--- src/rtl/control_rw_flow_burst.sv ---
// control_rw_flow_burst
//   Sequences memory read/write bursts. A write beat is SAMPLE (capture the
//   input data) followed by WMEM (memory write strobe). A read beat is RMEM
//   (memory read strobe) followed by TX, where TxData is held until the
//   transmitter returns txDone or the TX timeout expires.
//
// Ports
//   clk        : single clock, rising-edge active
//   reset      : asynchronous active-low reset
//   validCmd   : command request, accepted only in IDLE with active=1, mode=1
//   active     : block enable; 0 in any busy state aborts to IDLE
//   mode       : 1 = memory-access mode, 0 = ALU mode (commands ignored)
//   RW         : 1 = read burst, 0 = write burst (sampled at accept)
//   burstLen   : beats minus one (sampled at accept)
//   txDone     : transmitter finished the current beat (used only in TX)
//   AccessMem  : memory strobe (WMEM, RMEM)
//   RWMem      : memory direction, 1 = read (RMEM)
//   SampleData : input-sample strobe (SAMPLE)
//   TxData     : transmit request (TX)
//   Busy       : high in every state except IDLE
//   Error      : sticky TX-timeout flag, cleared on the next accept
//   beatCnt    : index of the current beat, held in IDLE

module control_rw_flow_burst #(
    parameter int unsigned BURST_W    = 4,
    parameter int unsigned TX_TIMEOUT = 16
) (
    input  logic               clk,
    input  logic               reset,
    input  logic               validCmd,
    input  logic               active,
    input  logic               mode,
    input  logic               RW,
    input  logic [BURST_W-1:0] burstLen,
    input  logic               txDone,
    output logic               AccessMem,
    output logic               RWMem,
    output logic               SampleData,
    output logic               TxData,
    output logic               Busy,
    output logic               Error,
    output logic [BURST_W-1:0] beatCnt
);

    localparam logic [2:0] S_IDLE   = 3'd0;
    localparam logic [2:0] S_SAMPLE = 3'd1;
    localparam logic [2:0] S_WMEM   = 3'd2;
    localparam logic [2:0] S_RMEM   = 3'd3;
    localparam logic [2:0] S_TX     = 3'd4;

    // Value of the TX-cycle counter during the last cycle TxData may be held.
    localparam logic [7:0] TX_LAST = 8'(TX_TIMEOUT - 1);

    logic [2:0]         r_state;
    logic [BURST_W-1:0] r_len;
    logic [BURST_W-1:0] r_beat;
    logic               r_err;
    logic [7:0]         r_txcnt;

    logic [2:0]         w_state_d;
    logic [BURST_W-1:0] w_len_d;
    logic [BURST_W-1:0] w_beat_d;
    logic               w_err_d;
    logic [7:0]         w_txcnt_d;
    logic               w_last;

    always_comb begin
        w_state_d = r_state;
        w_len_d   = r_len;
        w_beat_d  = r_beat;
        w_err_d   = r_err;
        w_txcnt_d = r_txcnt;
        w_last    = (r_beat == r_len);

        // Dropping the enable aborts any burst; beat index and Error are kept.
        if (r_state != S_IDLE && !active) begin
            w_state_d = S_IDLE;
        end else begin
            case (r_state)
                S_IDLE: begin
                    if (validCmd && active && mode) begin
                        w_len_d   = burstLen;
                        w_beat_d  = '0;
                        w_err_d   = 1'b0;
                        // Direction only selects the entry state; the state
                        // path then carries it for the rest of the burst.
                        w_state_d = RW ? S_RMEM : S_SAMPLE;
                    end
                end
                S_SAMPLE: w_state_d = S_WMEM;
                S_WMEM: begin
                    if (w_last) begin
                        w_state_d = S_IDLE;
                    end else begin
                        w_beat_d  = r_beat + 1'b1;
                        w_state_d = S_SAMPLE;
                    end
                end
                S_RMEM: begin
                    w_state_d = S_TX;
                    w_txcnt_d = '0;
                end
                S_TX: begin
                    // txDone wins over the timeout on the final allowed cycle.
                    if (txDone) begin
                        if (w_last) begin
                            w_state_d = S_IDLE;
                        end else begin
                            w_beat_d  = r_beat + 1'b1;
                            w_state_d = S_RMEM;
                        end
                    end else if (r_txcnt == TX_LAST) begin
                        w_err_d   = 1'b1;
                        w_state_d = S_IDLE;
                    end else begin
                        w_txcnt_d = r_txcnt + 8'd1;
                    end
                end
                default: w_state_d = S_IDLE;
            endcase
        end
    end

    always_ff @(posedge clk or negedge reset) begin
        if (!reset) begin
            r_state <= S_IDLE;
            r_len   <= '0;
            r_beat  <= '0;
            r_err   <= 1'b0;
            r_txcnt <= '0;
        end else begin
            r_state <= w_state_d;
            r_len   <= w_len_d;
            r_beat  <= w_beat_d;
            r_err   <= w_err_d;
            r_txcnt <= w_txcnt_d;
        end
    end

    // Moore outputs: decoded from the state register only.
    always_comb begin
        AccessMem  = 1'b0;
        RWMem      = 1'b0;
        SampleData = 1'b0;
        TxData     = 1'b0;
        Busy       = (r_state != S_IDLE);
        case (r_state)
            S_SAMPLE: SampleData = 1'b1;
            S_WMEM:   AccessMem  = 1'b1;
            S_RMEM: begin
                AccessMem = 1'b1;
                RWMem     = 1'b1;
            end
            S_TX:     TxData     = 1'b1;
            default: ;
        endcase
    end

    assign Error   = r_err;
    assign beatCnt = r_beat;

endmodule

--- config.mk ---
export PLATFORM = sky130hd
export DESIGN_NAME = control_rw_flow_burst
export DESIGN_NICKNAME = d
export VERILOG_FILES = /design/src/rtl/control_rw_flow_burst.sv
export SDC_FILE = /design/constraint.sdc
export NUM_CORES = 1
export LEC_CHECK = 0
export ABC_AREA = 1
export BUFFER_PORTS_ARGS = -buffer_cell sky130_fd_sc_hd__buf_2
export CELL_PAD_IN_SITES_DETAIL_PLACEMENT = 1
export CELL_PAD_IN_SITES_GLOBAL_PLACEMENT = 2
export CORE_MARGIN = 1
export CORE_UTILIZATION = 31
export CTS_BUF_LIST = sky130_fd_sc_hd__clkbuf_4 sky130_fd_sc_hd__clkbuf_8 sky130_fd_sc_hd__clkbuf_16
export DETAILED_ROUTE_END_ITERATION = 8
export GPL_TIMING_DRIVEN = 0
export PLACE_DENSITY = 0.85
export SETUP_SLACK_MARGIN = 0.5
export SYNTH_ARGS = -nofsm -noshare
export SYNTH_HDL_FRONTEND = slang
export SYNTH_SLANG_ARGS = --single-unit
--- constraint.sdc ---
create_clock -name clk -period 1.52 [get_ports clk]
set_input_delay 0.228 -clock clk [delete_from_list [all_inputs] [get_ports clk]]
set_output_delay 0.228 -clock clk [all_outputs]
set_load 0.02 [all_outputs]
==> results, run 1 <==
- The flow ran to the end, and the final reports show no timing, DRC or antenna violations.
- The core region is 4029 sq um.
- The combinational share of power is between 50% and 60%.
- The final routed wire length divided by cell count is 14.21 microns.
- The cell type with the largest total area after synthesis is sky130_fd_sc_hd__dfrtp_1.
- Relative to the synthesized area, the layout overhead comes to 44.36%.
- Synthesis produced a netlist whose cell count is between 150 and 200.
- The Yosys step of the flow raised 0 warnings.
- After synthesis, the cell types taking the most area are sky130_fd_sc_hd__dfrtp_1 38%, sky130_fd_sc_hd__nand2_1 14%, sky130_fd_sc_hd__nor2_1 6.0%, sky130_fd_sc_hd__nand2_2 5.7%, sky130_fd_sc_hd__inv_1 5.2%.
- The placement-stage worst setup slack is just under 0.05 ns.
- For the finished layout, the period the worst path requires is 1.423 ns.
- The library cell used as clock root buffer is sky130_fd_sc_hd__clkbuf_8.
- In the global route stage, overall resource usage came out at a little under a fifth.
- Clock tree synthesis inserted a total of 3 buffers.
- The total overflow left after global routing is 0.
- The vertical die dimension is roughly 67 microns.
- Data on the critical path is required at its endpoint by about 1.3 ns.
- Summed over all nets, the switching power comes to approximately 0.0014 W.
- The die outline area is around 4500 sq um.
- The clock network burns 13.0% of the power.
- The number of remaining DRC errors is 0.
- STA classifies the critical path startpoint as a flop.
- The first-iteration detailed-routing DRC count is 40.
- The synthesized design devotes to its leading area cell type 38.24% of total area.
- Clock latency on the worst-skew pair, taken at its later pin, is around 0.26 ns.
- The post-layout instance count excluding filler cells is around 270.
- Fill cells in the final layout number between 500 and 600.
- Of the available clock period, the critical path in the final layout requires 93.60%.
- The sum of negative setup slack is 0 ns.
- Dividing the synthesized area by the synthesized cell count gives ~7.4 sq um.
- The number of antenna diodes in the final layout is 0.
- The internal portion of the total power is roughly 0.0016 W.
- The source of the critical timing path is r_state[1].
- The number of antenna violations at the first check in global routing is 0.
- The total nets after synthesis is roughly 190.
- The fraction of power spent switching nets is around 46%.
- The multi-input logic area is roughly 850 sq um.
- After synthesis, the netlist uses 26 different library cells.
- The fraction of layout cells with a size suffix above 1 is about 46%.
- The peak fanout along the critical path is 4.
- The overall power is between 0.003 and 0.004 W.
- The maximum number of pins on one net before global-route repair is 21.
- Clock tree synthesis found a total of 20 sinks.
- Data arrives at the worst endpoint at about 1.2 ns.
- The number of detailed-route iterations in the first pass is 4.
- The horizontal die dimension is 66.98 microns.
- The sequential share of power is 28.3%.
- The wire length of the first global-routing pass is ~6000 microns.
- The min-delay analysis places its worst path in the category primary input to flop.
- Routability-driven placement finished with a final weighted congestion of about 0.75.
- The cell area after technology mapping is 1309 sq um.
- STA classifies the critical path endpoint as an output port.
- The register bit count reported by yosys is 20.
- Setup repair after global routing could not meet its margin everywhere.
- The count of nets left with antenna violations after detail routing is 0.
- The leakage power figure is 0.9676 nW.
- For this design the ratio of total power to cell area is 1591 nW/um^2.
- The number of nets at the end of the flow is about 230.
- The count of maximum capacitance violations is 0.
- IR analysis of the VDD net gives a maximum drop of around 0.00067 V.
- Sequential cells were found to cover about two fifths of the synthesized design area.
- The number of pins with negative max-slew slack in the final report is 0.
- The starting density of the core is between 30% and 40%.
- During placement, the flow inserted port buffers numbering 20.
- The sum of net half-perimeters after detailed placement is around 2700 microns.
- The routed wire length is around 3800 microns.
- The TritonCTS clock tree is done.
- The depth of the CTS H-tree is 1.
- The source of the worst register-to-register timing path is r_txcnt[4].
- The area taken by flip-flops and latches is 509.2 sq um.
- The number of vias after detailed routing is between 1,000 and 1,500.
- In this run the tightest slew margin relative to its limit is 66.65%.
- Timing would allow up to between 0.7 and 0.8 GHz.
- The final hold violation count is 0.
- The number of cell rows is 23.
- The slew at the pin closest to its max-slew limit is between 0.5 and 0.6 ns.
- The count of pins on the block boundary is 21.
- In the routed layout, each cell is associated on average with a via count of about 4.8.
- The final setup skew is around 0.0017 ns.
- The register clock-pin slew on the reported worst setup and hold paths is roughly 0.070 ns.
- Across all setup checks in the final design, the least slack found is around 0.1 ns.
- The critical path in this run is classified as flop to output port.
- The via count of the first global-routing pass is 1,358.
- The maximum buffer depth of the clock tree is 2.
- Setup violations remaining at the end of the flow were counted as 0.
- The number of placed instances, taps included, is between 200 and 250.
- The worst hold path begins at burstLen[0].
==> flip-flops by register name (all words and copies together), names as in the netlist <==
register and count:
r_state 3, r_len 4, beatCnt 4, Error 1
r_txcnt 8
==> logic make-up after synthesis <==
logic type      share of synthesized area [%]
simple gates                            39.48
fa+ha+maj                               1.912
flops                                   38.24
compound gates                          8.222
buf+inv                                 7.457
xor+xnor                                4.685
==> critical path: stages (launching register included) <==
cell	delay (ns)
sky130_fd_sc_hd__dfrtp_1	0.43
sky130_fd_sc_hd__inv_2	0.13
sky130_fd_sc_hd__nand2_4	0.08
sky130_fd_sc_hd__nor2_8	0.15
sky130_fd_sc_hd__buf_6	0.14
==> power by group through the flow <==
stage               registers, W  logic [W]  clock network [W]
finish                  0.000851    0.00176           0.000390
global route            0.000872    0.00192           0.000415
CTS                     0.000854    0.00162           0.000403
detailed placement      0.000862    0.00125                  0
global placement        0.000849    0.00119                  0
floorplan               0.000860   0.000914                  0
==> cells in the mapped netlist, drive strengths merged <==
| library cell | count |
|---|---|
| a21oi | 4 |
| or2 | 1 |
| ha | 2 |
| o21a | 1 |
| o21ai | 8 |
| nand2 | 64 |
| nand3 | 15 |
| nand4 | 2 |
| xnor2 | 2 |
| nor3 | 1 |
| o211a | 1 |
| dfrtp | 20 |
| buf | 1 |
| xor2 | 5 |
| nor2 | 25 |
| inv | 23 |
| o21bai | 1 |
==> cells in the final DEF, fill, tap and decap left out, types with 2 or more instances in the layout <==
cell	Yosys	final
sky130_fd_sc_hd__nand2_1	50	40
sky130_fd_sc_hd__nor2_1	21	19
sky130_fd_sc_hd__inv_1	18	17
sky130_fd_sc_hd__buf_4	0	17
sky130_fd_sc_hd__nand2_2	12	15
sky130_fd_sc_hd__dfrtp_1	20	13
sky130_fd_sc_hd__nand3_1	13	11
sky130_fd_sc_hd__buf_2	0	11
sky130_fd_sc_hd__nand2_4	2	9
sky130_fd_sc_hd__dfrtp_2	0	7
sky130_fd_sc_hd__buf_6	1	7
sky130_fd_sc_hd__xor2_1	5	5
sky130_fd_sc_hd__o21ai_2	5	5
sky130_fd_sc_hd__nor2_4	1	3
sky130_fd_sc_hd__nand3_4	0	3
sky130_fd_sc_hd__clkbuf_8	0	3
sky130_fd_sc_hd__inv_6	0	2
sky130_fd_sc_hd__inv_2	5	2
sky130_fd_sc_hd__inv_4	0	2
sky130_fd_sc_hd__o21ai_1	3	2
sky130_fd_sc_hd__nor2_2	2	2
sky130_fd_sc_hd__a21oi_2	1	2
sky130_fd_sc_hd__nand4_1	2	2
sky130_fd_sc_hd__a21oi_1	3	2
sky130_fd_sc_hd__xnor2_1	2	2
==> per-stage QoR <==
stage                     cell area, sq um  util, %  hold slack (ns)
after global routing                  1889    46.89           0.1704
after CTS                             1798    44.63           0.1669
after detailed placement              1528    37.92           0.2213
after global placement                1528    37.92           0.2166
after floorplan                       1365        -         -0.06759
final                                 1889    46.89           0.1649
==> metal layers <==
layer / part of all wire (%) / vias up / routed length, microns / track usage, %
met5: 0 / - / 0 / 0
met4: 3.0 / 0 / 112 / 7.979
met3: 2.7 / 10 / 101 / 4.281
met2: 55 / 20 / 2077 / 35.98
met1: 40 / 629 / 1501 / 19.25
li1: - / 628 / - / -
==> timing repair <==
action | 4_1_cts | 5_1_grt
pin swaps | 8 | 6
resized for setup | 33 | 16
gates cloned | 1 | 0
endpoints found under the setup margin | 30 | 30
setup buffers | 11 | 4
endpoints found under the hold margin | 20 | 0
hold buffers | 1 | 0
==> cell type report <==
cell class	count	area share, %
Tap cell	50	3.311
Timing Repair Buffer	37	15.83
Sequential cell	20	26.95
Inverter	23	5.364
Clock buffer	4	2.583
Multi-Input combinational cell	132	45.17
Buffer	1	0.7947
==> final timing paths <==
path                                    to  slack, ns  cells past startpoint
worst min-delay path              r_len[0]       0.16                      3
worst max register to register  r_txcnt[2]       0.12                      8
max in group asynchronous       beatCnt[2]       0.70                      2
worst max-delay path                TxData        0.1                      4
worst min register to register    r_len[1]       0.52                      2
min in group asynchronous       r_txcnt[5]       0.45                      2
Note: power is estimated with default switching activity, not from simulation.
==> run 2, diff against run 1 <==
ABC_AREA = unset   (was 1)
CORE_UTILIZATION = 33   (was 31)
==> results, run 2 <==
- The number of cell rows is 20 (was 23).
- The cell area after technology mapping is 1137 sq um (was 1309 sq um).
- Most instantiated cells after synthesis: 20 x sky130_fd_sc_hd__dfrtp_1, 13 x sky130_fd_sc_hd__nand2_1, 13 x sky130_fd_sc_hd__o21ai_0 (was 50 x sky130_fd_sc_hd__nand2_1, 21 x sky130_fd_sc_hd__nor2_1, 20 x sky130_fd_sc_hd__dfrtp_1).
- The worst hold-check path type is primary input to flop (unchanged).
- Result of the run: finished, violations left (was finished, final reports clean).
- The most instantiated flip-flop cell in the synthesis netlist is sky130_fd_sc_hd__dfrtp_1 (unchanged).
- The peak fanout along the critical path is 7 (was 4).
- The core box area is 3153 sq um (was 4029 sq um).
- The fraction of registers with async set or reset after synthesis is 100.0% (unchanged).
- The source of the worst register-to-register timing path is beatCnt[0] (was r_txcnt[4]).
- The area taken by flip-flops and latches was 508.0 sq um (was 509.2 sq um).
- The number of cells on the worst reg-to-reg path is 6 (was 8).
- The starting density of the core is 36.07% (was 32.48%).
- The setup-violating endpoint count in the final report is 23 (was 0).
- The count of maximum capacitance violations is 0 (unchanged).
- The horizontal die dimension is 60.71 microns (was 66.98 microns).
- The TritonCTS buffer count was 3 (unchanged).
- The maximum buffer depth of the clock tree is 2 (unchanged).
- The reg2reg setup slack is -0.18 ns (was 0.12 ns).
- The multi-input logic area is 740.7 sq um (was 853.3 sq um).
- The total congestion overflow is 0 (unchanged).
- The count of filler cells inserted in the layout is 358 (was 509).
- Commonest cells after routing, fill and taps aside: 25 x sky130_fd_sc_hd__buf_4, 22 x sky130_fd_sc_hd__buf_6, 14 x sky130_fd_sc_hd__dfrtp_1 (was 40 x sky130_fd_sc_hd__nand2_1, 19 x sky130_fd_sc_hd__nor2_1, 17 x sky130_fd_sc_hd__inv_1, 17 x sky130_fd_sc_hd__buf_4, 15 x sky130_fd_sc_hd__nand2_2).
- The post-detailed-placement cell area is 1330 sq um (was 1528 sq um).
- The routed wire length is 4091 microns (was 3793 microns).
- Top cells by area, synth: sky130_fd_sc_hd__dfrtp_1 44%, sky130_fd_sc_hd__o21ai_0 5.7%, sky130_fd_sc_hd__nand2_1 4.3%, sky130_fd_sc_hd__mux2_2 4.0%, sky130_fd_sc_hd__nor2_1 3.6% (was sky130_fd_sc_hd__dfrtp_1 38%, sky130_fd_sc_hd__nand2_1 14%, sky130_fd_sc_hd__nor2_1 6.0%, sky130_fd_sc_hd__nand2_2 5.7%, sky130_fd_sc_hd__inv_1 5.2%).
- The most repeated cell in the gate-level netlist after synthesis is sky130_fd_sc_hd__dfrtp_1 (was sky130_fd_sc_hd__nand2_1).
- The number of placed instances, taps included came to 184 (was 246).
- The number of vias after detailed routing was 1,214 (was 1,287).
- The die outline area is 3685 sq um (was 4486 sq um).
- The count of pins on the block boundary is 21 (unchanged).
- The fraction of layout cells with a size suffix above 1 was 60.11% (was 45.62%).
- The kind of capture point of the worst setup path is a flop (was output port).
- The maximum number of pins on one net before global-route repair is 21 (unchanged).
- The startpoint-to-endpoint class of the critical path is flop to flop (was flop to output port).
- The register clock-pin slew on the reported worst setup and hold paths is 0.13 ns (was 0.07 ns).
- The signed area change from the synthesized netlist to the final layout was 68.10% (was 44.36%).
- The fmax is 0.5897 GHz (was 0.7029 GHz).
- The post-synthesis sequential area ratio was 44.00% (was 38.24%).
- The vertical die dimension is 60.71 microns (was 66.98 microns).
- The commonest non-fill, non-tap cell in the layout is sky130_fd_sc_hd__buf_4 (was sky130_fd_sc_hd__nand2_1).
- The library cell used as clock root buffer was sky130_fd_sc_hd__clkbuf_4 (was sky130_fd_sc_hd__clkbuf_8).
- RSZ-0062 raised after global routing: yes (unchanged).
- The number of flip-flops in the largest register is 8 (unchanged).
- The endpoint of the most critical register-to-register path is beatCnt[2] (was r_txcnt[2]).
- The post-route clock period utilization came to 111.6% (was 93.60%).
- The source of the critical timing path is beatCnt[0] (was r_state[1]).
- The register with the most flip-flops is r_txcnt (unchanged).
- The kind of start point of the critical path was a flop (unchanged).
- The register bit count reported by yosys was 20 (unchanged).
- The final routed wire length divided by cell count is 18.02 microns (was 14.21 microns).
- The number of sinks handled by clock tree synthesis came to 20 (unchanged).
- The port buffer count is 20 (unchanged).
- The leakage power figure is 0.8676 nW (was 0.9676 nW).
- The capturing instance or port of the critical path is beatCnt[2] (was TxData).
- The cell type with the largest total area after synthesis is sky130_fd_sc_hd__dfrtp_1 (unchanged).
- The critical path required time was 1.80 ns (was 1.29 ns).
- The first-iteration detailed-routing DRC count is 60 (was 40).
- The worst slew slack as a fraction of its limit is 68.08% (was 66.65%).
- The largest vdd supply drop is 0.0009817 V (was 0.0006676 V).
- The power density over the cells came to 1707 nW/um^2 (was 1591 nW/um^2).
- The depth of the CTS H-tree is 1 (unchanged).
- The sum of net half-perimeters after detailed placement is 1963 microns (was 2675 microns).
- The synthesized instance count came to 120 (was 176).
- The count of nets left with antenna violations after detail routing is 0 (unchanged).
- The total nets after synthesis is 133 (was 189).
- The number of nets at the end of the flow is 197 (was 231).
- The portion of synthesized cell area occupied by the leading cell type is 44.00% (was 38.24%).
- The post-layout instance count excluding filler cells came to 227 (was 267).
- The slew at the pin closest to its max-slew limit is 0.4787 ns (was 0.5003 ns).
- The number of vias per cell after detailed routing is 5.348 (was 4.820).
- The final setup skew is 0.007945 ns (was 0.001702 ns).
- The warning count from the yosys run was 0 (unchanged).
- The worst endpoint data arrival time is 1.98 ns (was 1.19 ns).
- The final critical delay including setup and external delays is 1.696 ns (was 1.423 ns).
- The total inserted antenna cells is 0 (unchanged).
- The number of pins with negative max-slew slack in the final report is 0 (unchanged).
- The post-synthesis area per instance came to 9.478 sq um (was 7.436 sq um).
- The via count of the first global-routing pass is 1,129 (was 1,358).
- The checks that failed: setup timing.
- The clock insertion delay at the later pin of the skew report came to 0.33 ns (was 0.26 ns).
- The final hold violation count was 0 (unchanged).
- The TritonCTS clock tree is done (unchanged).
- The number of remaining DRC errors came to 0 (unchanged).
- The wire length of the first global-routing pass came to 5271 microns (was 6147 microns).
- The number of detailed-route iterations in the first pass is 4 (unchanged).
- The final weighted congestion in routability-driven placement is 0.7645 (was 0.7454).
- The number of enable-type register cells in the synthesized netlist is 0 (unchanged).
- The number of antenna violations at the first check in global routing was 0 (unchanged).
- The worst setup slack after layout came to -0.1757 ns (was 0.09735 ns).
- The summed area of non-filler cells in the final layout came to 1912 sq um (was 1889 sq um).
- The all-layer global routing usage is 19.59% (was 18.85%).
- The number of distinct library cells after synthesis is 37 (was 26).
[run 2: cell types whose count changed after synthesis, sizes merged, moves of 3 or more]
cell,delta
a21oi,+3
o21ai,+6
nor3,+3
inv,-15
nand3,-9
xor2,-5
nor2,-13
nand2,-51
nor4,+3
xnor2,+3
mux2,+4
[run 2: critical path: stages, from the launching register on]
cell,delay [ns]
sky130_fd_sc_hd__dfrtp_2,0.47
sky130_fd_sc_hd__xnor2_1,0.20
sky130_fd_sc_hd__nand4_1,0.27
sky130_fd_sc_hd__o2111ai_4,0.37
sky130_fd_sc_hd__buf_6,0.16
sky130_fd_sc_hd__o221ai_1,0.10
sky130_fd_sc_hd__nand2_1,0.07
[run 2: cell type report]
class,instances,area share (%)
Multi-Input combinational cell,89,38.74
Timing Repair Buffer,59,26.83
Sequential cell,20,26.57
Tap cell,44,2.880
Clock buffer,4,1.898
Inverter,8,1.702
Buffer,3,1.374
[run 2: where the power goes]
| part | leakage [nW] | switching [W] | internal, W |
|---|---|---|---|
| Clock | 0.0210 | 0.000202 | 0.000147 |
| Sequential | 0.259 | 0.000168 | 0.000670 |
| Combinational | 0.588 | 0.000988 | 0.00109 |
[run 2: cells by family after synthesis]
group	share of synthesized area (%)
simple gates	21.67
compound gates	19.25
flops	44.00
buf+inv	4.400
xor+xnor	4.511
mux	3.960
fa+ha+maj	2.200
[run 2: repair_timing]
item / in CTS / in global routing
pin swaps: 12 / 18
hold buffers: 1 / 0
gates cloned: 0 / 0
hold endpoints to repair: 20 / 0
gates resized for setup: 47 / 28
endpoints found under the setup margin: 30 / 30
buffers inserted: 22 / 16
[run 2: how the worst min path moves through the flow]
stage	cells past startpoint	slack, ns	startpoint	endpoint
6_report	2	0.13	burstLen[1]	r_len[1]
5_1_grt	2	0.12	burstLen[3]	r_len[3]
4_1_cts	2	0.14	burstLen[1]	r_len[1]
3_5_place_dp	1	0.22	reset	r_state[1]
3_3_place_gp	1	0.21	reset	r_state[1]
2_1_floorplan	0	-0.07	reset	Error
[run 2: per-layer routing]
layer | vias to the layer above | track usage [%] | wire (microns)
li1 | 554 | - | -
met5 | - | 0 | 0
met3 | 12 | 3.412 | 126
met1 | 619 | 24.60 | 1710
met2 | 29 | 35.64 | 2157
met4 | 0 | 3.247 | 97
[run 2: stage by stage]
stage / util [%] / total power (W) / hold slack [ns] / setup TNS, ns / setup WS (ns)
2_1_floorplan: - / 0.001620 / -0.06759 / -0.06006 / -0.03436
3_3_place_gp: 42.18 / 0.001854 / 0.2055 / -1.112 / -0.2066
3_5_place_dp: 42.18 / 0.001891 / 0.2185 / -1.629 / -0.2488
4_1_cts: 52.94 / 0.002782 / 0.1440 / -1.341 / -0.1196
5_1_grt: 60.63 / 0.003411 / 0.1249 / -3.510 / -0.2536
6_report: 60.63 / 0.003264 / 0.1256 / -2.188 / -0.1757
==> run 3, diff against run 2 <==
ABC_AREA = 1   (was unset)
CAP_MARGIN = 40   (was unset)
CORE_UTILIZATION = 31   (was 33)
MAX_ROUTING_LAYER = met4   (was unset)
==> results, run 3 (synthesis results as in run 1) <==
- The register clock-pin slew on the reported worst setup and hold paths is 0.07 ns (was 0.13 ns).
- The count of maximum capacitance violations is 0 (unchanged).
- The fraction of layout cells with a size suffix above 1 was 45.62% (was 60.11%).
- The sum of net half-perimeters after detailed placement came to 2675 microns (was 1963 microns).
- The number of nets at the end of the flow is 231 (was 197).
- The worst slew slack as a fraction of its limit came to 66.65% (was 68.08%).
- The total inserted antenna cells was 0 (unchanged).
- The slowest library cell on the worst path is sky130_fd_sc_hd__dfrtp_1 (was sky130_fd_sc_hd__dfrtp_2).
- The fmax was 0.7029 GHz (was 0.5897 GHz).
- The kind of capture point of the worst setup path is an output port (was flop).
- The all-layer global routing usage came to 19.31% (was 19.59%).
- The maximum buffer depth of the clock tree came to 2 (unchanged).
- Crit path cell chain: inv_2 -> nand2_4 -> nor2_8 -> buf_6 (was xnor2_1 -> nand4_1 -> o2111ai_4 -> buf_6 -> o221ai_1 -> nand2_1).
- The number of vias per cell after detailed routing is 4.820 (was 5.348).
- The worst endpoint data arrival time is 1.19 ns (was 1.98 ns).
- The critical path required time came to 1.29 ns (was 1.80 ns).
- Result of the run: finished, final reports clean (was finished, violations left).
- RSZ-0062 raised after global routing: yes (unchanged).
- The count of filler cells inserted in the layout came to 509 (was 358).
- The power density over the cells is 1591 nW/um^2 (was 1707 nW/um^2).
- The slew at the pin closest to its max-slew limit is 0.5003 ns (was 0.4787 ns).
- The number of vias after detailed routing is 1,287 (was 1,214).
- The final routed wire length divided by cell count is 14.20 microns (was 18.02 microns).
- The number of sinks handled by clock tree synthesis is 20 (unchanged).
- The TritonCTS clock tree is done (unchanged).
- The wire length of the first global-routing pass is 6141 microns (was 5271 microns).
- The die outline area is 4486 sq um (was 3685 sq um).
- The commonest non-fill, non-tap cell in the layout was sky130_fd_sc_hd__nand2_1 (was sky130_fd_sc_hd__buf_4).
- The library cell used as clock root buffer is sky130_fd_sc_hd__clkbuf_8 (was sky130_fd_sc_hd__clkbuf_4).
- The final weighted congestion in routability-driven placement is 0.7548 (was 0.7645).
- The peak fanout along the critical path is 4 (was 7).
- The proportion of power drawn by the clock network was 13.0% (was 10.7%).
- The core box area came to 4029 sq um (was 3153 sq um).
- The setup-violating endpoint count in the final report was 0 (was 23).
- The largest vdd supply drop is 0.0006676 V (was 0.0009817 V).
- The number of detailed-route iterations in the first pass is 4 (unchanged).
- The total congestion overflow was 0 (unchanged).
- The internal power consumption is 0.001628 W (was 0.001906 W).
- The leakage power figure was 0.9676 nW (was 0.8676 nW).
- The signed area change from the synthesized netlist to the final layout is 44.36% (was 68.10%).
- The fraction of power spent switching nets is 45.82% (was 41.60%).
- The register with the most flip-flops is r_txcnt (unchanged).
- The number of remaining DRC errors is 0 (unchanged).
- The vertical die dimension was 66.98 microns (was 60.71 microns).
- The count of nets left with antenna violations after detail routing is 0 (unchanged).
- The post-route clock period utilization came to 93.60% (was 111.6%).
- The top cell family by delay on the critical path was flip-flops (unchanged).
- The via count of the first global-routing pass is 1,361 (was 1,129).
- The port buffer count is 20 (unchanged).
- The combinational share of power is 58.7% (was 63.6%).
- Commonest cells after routing, fill and taps aside: 40 x sky130_fd_sc_hd__nand2_1, 19 x sky130_fd_sc_hd__nor2_1, 17 x sky130_fd_sc_hd__inv_1, 17 x sky130_fd_sc_hd__buf_4, 15 x sky130_fd_sc_hd__nand2_2 (was 25 x sky130_fd_sc_hd__buf_4, 22 x sky130_fd_sc_hd__buf_6, 14 x sky130_fd_sc_hd__dfrtp_1).
- The TritonCTS buffer count is 3 (unchanged).
- The routed wire length is 3791 microns (was 4091 microns).
- The overall power is 0.003005 W (was 0.003264 W).
- The number of antenna violations at the first check in global routing came to 0 (unchanged).
- The clock insertion delay at the later pin of the skew report is 0.26 ns (was 0.33 ns).
- The number of cell rows was 23 (was 20).
- The final setup skew was 0.001697 ns (was 0.007945 ns).
- The worst hold-check path type is primary input to flop (unchanged).
- The critical path buffer and inverter count is 2 (was 1).
- The number of flip-flops in the largest register came to 8 (unchanged).
- The starting density of the core is 32.48% (was 36.07%).
- The first-iteration detailed-routing DRC count was 40 (was 60).
- The delay of the slowest cell on the worst path is 0.43 ns (was 0.47 ns).
- The number of pins with negative max-slew slack in the final report is 0 (unchanged).
- The final critical delay including setup and external delays is 1.423 ns (was 1.696 ns).
- The count of pins on the block boundary came to 21 (unchanged).
- The sum of negative setup slack was 0 ns (was -2.188 ns).
- The kind of start point of the critical path was a flop (unchanged).
- The depth of the CTS H-tree came to 1 (unchanged).
- The horizontal die dimension is 66.98 microns (was 60.71 microns).
- The sequential share of power is 28.3% (was 25.7%).
- The final hold violation count is 0 (unchanged).
- The maximum number of pins on one net before global-route repair is 21 (unchanged).
- The startpoint-to-endpoint class of the critical path is flop to output port (was flop to flop).
- The switching power of the nets is 0.001377 W (was 0.001358 W).
run 3: metal layers:
layer,part of all wire (%),track usage (%)
met4,2.9,7.979
met3,2.5,4.110
met1,40,19.25
met2,55,35.98
met5,0,-
run 3: stage by stage:
| stage | util, % | hold WS, ns | cell area, sq um | setup slack, ns | instances |
|---|---|---|---|---|---|
| 2_1_floorplan | - | -0.06759 | 1365 | 0.1811 | 176 |
| 3_3_place_gp | 37.92 | 0.2166 | 1528 | 0.08868 | 246 |
| 3_5_place_dp | 37.92 | 0.2213 | 1528 | 0.04948 | 246 |
| 4_1_cts | 44.63 | 0.1669 | 1798 | 0.08291 | 263 |
| 5_1_grt | 46.89 | 0.1704 | 1889 | 0.03805 | 267 |
| 6_report | 46.89 | 0.1648 | 1889 | 0.09724 | 267 |
run 3: tightest hold or removal path: stages:
cell	delay (ns)
sky130_fd_sc_hd__buf_2	0.08
sky130_fd_sc_hd__nand2_2	0.04
sky130_fd_sc_hd__nand2_1	0.04
run 3: cell type report:
| type | instances | area (sq um) | area share (%) |
|---|---|---|---|
| buffer | 1 | 15.01 | 0.7947 |
| tap | 50 | 62.56 | 3.311 |
| sequential | 20 | 509.2 | 26.95 |
| clock buffer | 4 | 48.80 | 2.583 |
| multi-input combinational | 132 | 853.3 | 45.17 |
| inverter | 23 | 101.3 | 5.364 |
| timing repair buffer | 37 | 299.0 | 15.83 |
run 3: timing repair:
item	CTS	global route
pin swaps	8	6
setup endpoints to repair	30	30
hold buffers	1	0
cloned	1	0
setup buffers	11	4
hold endpoints to repair	20	0
gates resized for setup	33	16
run 3: worst paths after layout:
kind / from / to / slack (ns) / cells after the start
worst max-delay path: r_state[1] / TxData / 0.1 / 4
max in group asynchronous: reset / beatCnt[2] / 0.70 / 2
min in group asynchronous: reset / r_txcnt[5] / 0.45 / 2
worst max register to register: r_txcnt[4] / r_txcnt[2] / 0.12 / 8
worst min register to register: r_len[1] / r_len[1] / 0.52 / 2
worst min-delay path: burstLen[0] / r_len[0] / 0.16 / 3
run 3: power by group through the flow:
stage / Combinational (W) / Clock [W] / Sequential [W]
floorplan: 0.000914 / 0 / 0.000860
global placement: 0.00119 / 0 / 0.000849
detailed placement: 0.00125 / 0 / 0.000862
CTS: 0.00162 / 0.000403 / 0.000854
global route: 0.00192 / 0.000415 / 0.000872
finish: 0.00176 / 0.000390 / 0.000851
